### src/rtl/interrupt_dispatcher_pkg.sv
// Shared definitions for the interrupt dispatcher: source indices, vectors,
// register addresses and FSM state encodings.
package interrupt_dispatcher_pkg;

  localparam int INT_VBLANK = 0;
  localparam int INT_STAT   = 1;
  localparam int INT_TIMER  = 2;
  localparam int INT_SERIAL = 3;
  localparam int INT_JOYPAD = 4;

  localparam logic [15:0] BASE_VEC = 16'h0040;

  // Address decode lives in the bus fabric; these are kept here for reference.
  localparam logic [15:0] ADDR_IF = 16'hFF0F;
  localparam logic [15:0] ADDR_IE = 16'hFFFF;

  typedef enum logic {
    IDLE = 1'b0,
    REQ  = 1'b1
  } state_t;

  typedef struct packed {
    state_t state;
    logic   ime;
  } dbg_t;

endpackage

### src/rtl/interrupt_dispatcher_lowest_set_bit.sv
// One-hot isolation of the least significant set bit of a vector.
module LowestSetBit #(
  parameter int SIZE = 5
) (
  input  logic [SIZE-1:0] i_Data,
  output logic [SIZE-1:0] o_Data
);

  // Two's complement trick: d & -d keeps only the lowest set bit.
  assign o_Data = i_Data & (~i_Data + SIZE'(1));

endmodule

### src/rtl/interrupt_dispatcher.sv
// Game Boy IF/IE/IME interrupt controller presenting the highest-priority
// pending interrupt to the CPU through a request/acknowledge handshake.
module interrupt_dispatcher
  import interrupt_dispatcher_pkg::*;
#(
  parameter int          NUM_INT  = 5,
  parameter logic [15:0] BASE_VEC = interrupt_dispatcher_pkg::BASE_VEC
) (
  input  logic               i_Clk,
  input  logic               i_Reset,
  input  logic [NUM_INT-1:0] i_IntRequest,
  input  logic               i_WrIF,
  input  logic               i_WrIE,
  input  logic [7:0]         i_WrData,
  output logic [7:0]         o_IF,
  output logic [7:0]         o_IE,
  input  logic               i_SetIME,
  input  logic               i_ClrIME,
  output logic               o_IntReq,
  output logic [15:0]        o_IntVector,
  input  logic               i_IntAck,
  output logic               o_Wake,
  output dbg_t               o_Dbg
);

  // Handshake: o_IntReq/o_IntVector hold steady while in REQ; i_IntAck is
  // only honoured in REQ and completes the transfer at that clock edge.

  localparam int IDX_W = (NUM_INT > 1) ? $clog2(NUM_INT) : 1;

  logic [NUM_INT-1:0] if_q, if_next, pending, lowest, sel_q;
  logic [7:0]         ie_q;
  logic               ime_q, ime_next, ack_ok;
  logic [IDX_W-1:0]   idx;
  logic [15:0]        vec_q, vec_next;
  logic               req_q;
  state_t             state_q;

  assign pending = if_q & ie_q[NUM_INT-1:0];

  LowestSetBit #(.SIZE(NUM_INT)) u_lowest (
    .i_Data (pending),
    .o_Data (lowest)
  );

  always_comb begin
    idx = '0;
    for (int k = 0; k < NUM_INT; k++) begin
      if (lowest[k]) idx = IDX_W'(k);
    end
  end

  assign vec_next = BASE_VEC + ({{(16-IDX_W){1'b0}}, idx} << 3);
  assign ack_ok   = (state_q == REQ) && i_IntAck;

  // Write, then ack clear, then request OR-in: a peripheral pulse always wins.
  always_comb begin
    if_next = if_q;
    if (i_WrIF) if_next = i_WrData[NUM_INT-1:0];
    if (ack_ok) if_next = if_next & ~sel_q;
    if_next = if_next | i_IntRequest;
  end

  always_comb begin
    ime_next = ime_q;
    if (i_ClrIME || ack_ok) ime_next = 1'b0;
    else if (i_SetIME)      ime_next = 1'b1;
  end

  always_ff @(posedge i_Clk) begin
    if (i_Reset) begin
      if_q    <= '0;
      ie_q    <= '0;
      ime_q   <= 1'b0;
      sel_q   <= '0;
      vec_q   <= '0;
      req_q   <= 1'b0;
      state_q <= IDLE;
    end else begin
      if_q  <= if_next;
      ime_q <= ime_next;
      if (i_WrIE) ie_q <= i_WrData;
      case (state_q)
        IDLE: begin
          if (ime_q && (|pending)) begin
            sel_q   <= lowest;
            vec_q   <= vec_next;
            req_q   <= 1'b1;
            state_q <= REQ;
          end
        end
        REQ: begin
          if (ack_ok || !ime_q || !(|(sel_q & pending))) begin
            req_q   <= 1'b0;
            state_q <= IDLE;
          end
        end
        default: begin
          req_q   <= 1'b0;
          state_q <= IDLE;
        end
      endcase
    end
  end

  always_comb begin
    o_IF                = 8'hFF;
    o_IF[NUM_INT-1:0]   = if_q;
  end

  assign o_IE        = ie_q;
  assign o_IntReq    = req_q;
  assign o_IntVector = vec_q;
  assign o_Wake      = |pending;
  assign o_Dbg       = '{state: state_q, ime: ime_q};

endmodule

### config.mk
export PLATFORM = sky130hd
export DESIGN_NAME = interrupt_dispatcher
export DESIGN_NICKNAME = d
export VERILOG_FILES = /design/src/rtl/interrupt_dispatcher_pkg.sv /design/src/rtl/interrupt_dispatcher_lowest_set_bit.sv /design/src/rtl/interrupt_dispatcher.sv
export SDC_FILE = /design/constraint.sdc
export NUM_CORES = 1
export LEC_CHECK = 0
export ABC_AREA = 1
export BUFFER_PORTS_ARGS = -buffer_cell sky130_fd_sc_hd__buf_2
export CAP_MARGIN = 20
export CORE_MARGIN = 3
export CORE_UTILIZATION = 43
export CTS_BUF_LIST = sky130_fd_sc_hd__clkbuf_8
export CTS_CLUSTER_DIAMETER = 30
export DETAILED_ROUTE_END_ITERATION = 8
export HOLD_SLACK_MARGIN = 0.12
export PLACE_DENSITY = 0.87
export SLEW_MARGIN = 20
export SYNTH_ARGS = -nofsm -noshare
export SYNTH_HDL_FRONTEND = slang
export SYNTH_SLANG_ARGS = --single-unit
### constraint.sdc
create_clock -name i_Clk -period 1.1 [get_ports i_Clk]
set_clock_uncertainty 0.05 [all_clocks]
set_input_delay 0.055 -clock i_Clk [delete_from_list [all_inputs] [get_ports i_Clk]]
set_output_delay 0.055 -clock i_Clk [all_outputs]
set_load 0.03 [all_outputs]
==> summary.txt <==
STA
  – Final setup margin: -0.187 ns
  – Hold Violations, Final: 0
  – Final Max Tran Viols: 0
  – Worst-case hold slack: approximately 0.11 ns
  – Max frequency: around 780 MHz
  – Period minus WS final: around 1.3 ns
  – TNS Setup: -1.42 ns
  – Final Setup Violations: 12
  – Part of the cycle the worst path needs: 117%
  – RSZ-0062 raised after global routing: true

Setup path
  – Most used cell, CP: nand2_4
  – Reg-to-reg endpoint: sel_q[0]
  – CP max stage delay: 0.36 ns
  – R2R Setup Slk: -0.17 ns
  – CP Cell Sequence: nand2_4 > nand2_4 > nor2_4 > nand2_4 > buf_6 > buf_6
  – Path depth of the worst reg2reg path: 9
  – CP startpoint kind: register
  – Data required, critical path: 1.00 ns
  – Crit-path max FO: 3
  – Kind of critical path: reg2out
  – CP arrival: 1.18 ns
  – Slowest-stage cell, CP: dfxtp_4
  – Setup crit start: o_IE[2]
  – Crit path to: o_Wake
  – Worst r2r src: o_IE[2]
  – Critical Path Sink Type: output port

Final layout
  – Multi-input gate area: 654 sq um
  – Most common cell after layout, fill and taps aside: buf_2
  – Layout area overhead: 53.6%
  – Share of cells above drive strength 1: 40.1%
  – Nets: 268
  – Fillers: 190
  – Ant diodes: 0
  – Finished Layout Cells: 277
  – Utilization after layout: 73.1%
  – Finished Cell Area: between 1500 and 2000 sq um
  – Commonest cells after routing, fill and taps aside: buf_2, nor2_1, inv_1
  – Storage cell area: just over 500 sq um

Outcome
  – Status: finished, violations left
  – Failing checks: setup timing

Yosys
  – Sequential share of the synthesized area: 38.6%
  – Unique masters post-synth: 17
  – Mapped Area: 1240 sq um
  – Synth warnings: 0
  – Syn Area/Cell: slightly above 7 sq um
  – Post-Syn Instances: 174
  – Yosys reg bits: 24

Clocking
  – H-tree depth: 1
  – Max Root-Sink Buffers: 2
  – CTS buffer count: 3
  – TritonCTS clock tree: done
  – CTS sink cnt: 24
  – Clk root buf: clkbuf_8
  – Clock Latency Late Sink: 0.27 ns
  – Worst-path clk slew: 0.09 ns

Drt
  – Via density: around 4.7
  – 1st-iter DRT viols: 56
  – Wire per inst: 12.9 microns
  – Remaining antenna violation count: 0
  – Final wirelength: between 3 and 4 mm
  – Pre-antenna DRT Iters: 4
  – Remaining DRCs: 0
  – Vias: 1303

Pwr
  – Clock power frac: 27.7%
  – Pwr dens: ~1200 nW/um^2
  – Design Power: 2.22 mW
  – Net Sw Power: 0.723 mW
  – Worst VDD drop: 1370 uV
  – Logic pwr share: approximately 29%
  – Standby leakage power: 1.01 nW
  – Switch share: between 30% and 40%
  – Int Power: 1.50 mW
  – Flop pwr share: 43.4%

Global routing
  – Initial antenna violation count: 0
  – GRT Total Usage: 20.7%
  – Largest net degree at the start of global routing: 18
  – Number of global-route vias before repair: 1317
  – First-pass GRT wire length: 5.57 mm
  – Grt total ovfl: 0

Die
  – Die width: around 60 microns
  – Cell Rows: 18
  – Die Span Y: 59.8 microns
  – I/O pins: 56
  – Core area: between 2000 and 3000 sq um
  – Initial Utilization: a little under half
  – DIE AREA: between 3000 and 4000 sq um

Worst hold path
  – Hold Crit Class: in2reg
  – HP Start: i_IntAck

Placement
  – PortBufs: 40
  – DP Worst Slack: -0.0747 ns
  – Final HPWL DP: 2.24 mm
  – Cells after DPL: 250
  – Cell Area, Placed: 1520 sq um
  – GPL Wtd Cong: 0.851

Job
  – Max cap viols: 0
Yosys cell counts:
cell	count	area share, %
a21oi_1	7	2.8
mux2_2	5	4.5
nor2_1	31	9.4
nor3_1	2	0.80
nand3_1	4	1.6
nand4_1	5	2.5
nand2_2	5	2.5
nand2_4	1	0.91
nand3_4	1	1.4
buf_4	19	11
o21ai_0	15	6.0
buf_6	1	0.91
nand2_1	25	7.5
conb_1	2	0.60
nor2_2	1	0.50
inv_1	26	7.8
dfxtp_1	24	39
per-layer routing:
metal	share of wire, %	vias up	track usage, %
li1	-	658	-
met2	51	51	37.8
met4	0.95	0	5.70
met3	5.6	4	5.62
met5	0	-	0
met1	43	590	23.1
final cells by class:
class	instances	area share [%]
multi-input combinational	118	34.3
timing repair buffer	75	28.6
tap	30	1.96
clock buffer	4	2.88
sequential	24	27.0
inverter	26	5.30
how the worst min path moves through the flow:
stage / cells after the start / endpoint
floorplan: 1 / if_q[0]
global placement: 2 / ime_q
detailed placement: 2 / ime_q
CTS: 4 / ime_q
global route: 4 / ime_q
finish: 4 / ime_q
sequential cells by signal (all words and copies together) (netlist names):
register and flops:
if_q 5, ime_q 1, o_IE 8, o_IntReq 1, o_IntVector 4, sel_q 4
state_q 1
logic make-up after synthesis:
family | synth area share (%)
AO/OA/AOI/OAI | 8.85
buffers and inverters | 20.2
flip-flops | 38.6
multiplexers | 4.53
other | 0.604
AND/OR/NAND/NOR | 27.2
worst max-delay path, delay by kind of cell, from the launching register on:
family                 cells  cell delay (ns)
AND/OR/NAND/NOR            4             0.32
buffers and inverters      2             0.23
flip-flops                 1             0.36
power by group through the flow:
stage | Sequential (mW) | Combinational, mW | Clock (mW)
2_1_floorplan | 1.06 | 0.296 | 0
3_3_place_gp | 0.976 | 0.490 | 0
3_5_place_dp | 0.979 | 0.497 | 0
4_1_cts | 0.963 | 0.604 | 0.622
5_1_grt | 0.971 | 0.694 | 0.654
6_report | 0.964 | 0.642 | 0.614
repair_timing:
action | 4_1_cts | 5_1_grt
hold endpoints to repair | 15 | 0
buffers inserted | 4 | 1
pin swaps | 5 | 4
endpoints found under the setup margin | 11 | 20
gates cloned | 1 | 0
gates resized for setup | 17 | 17
hold buffers | 17 | 0
No activity file was read; power rests on OpenSTA's default activity.
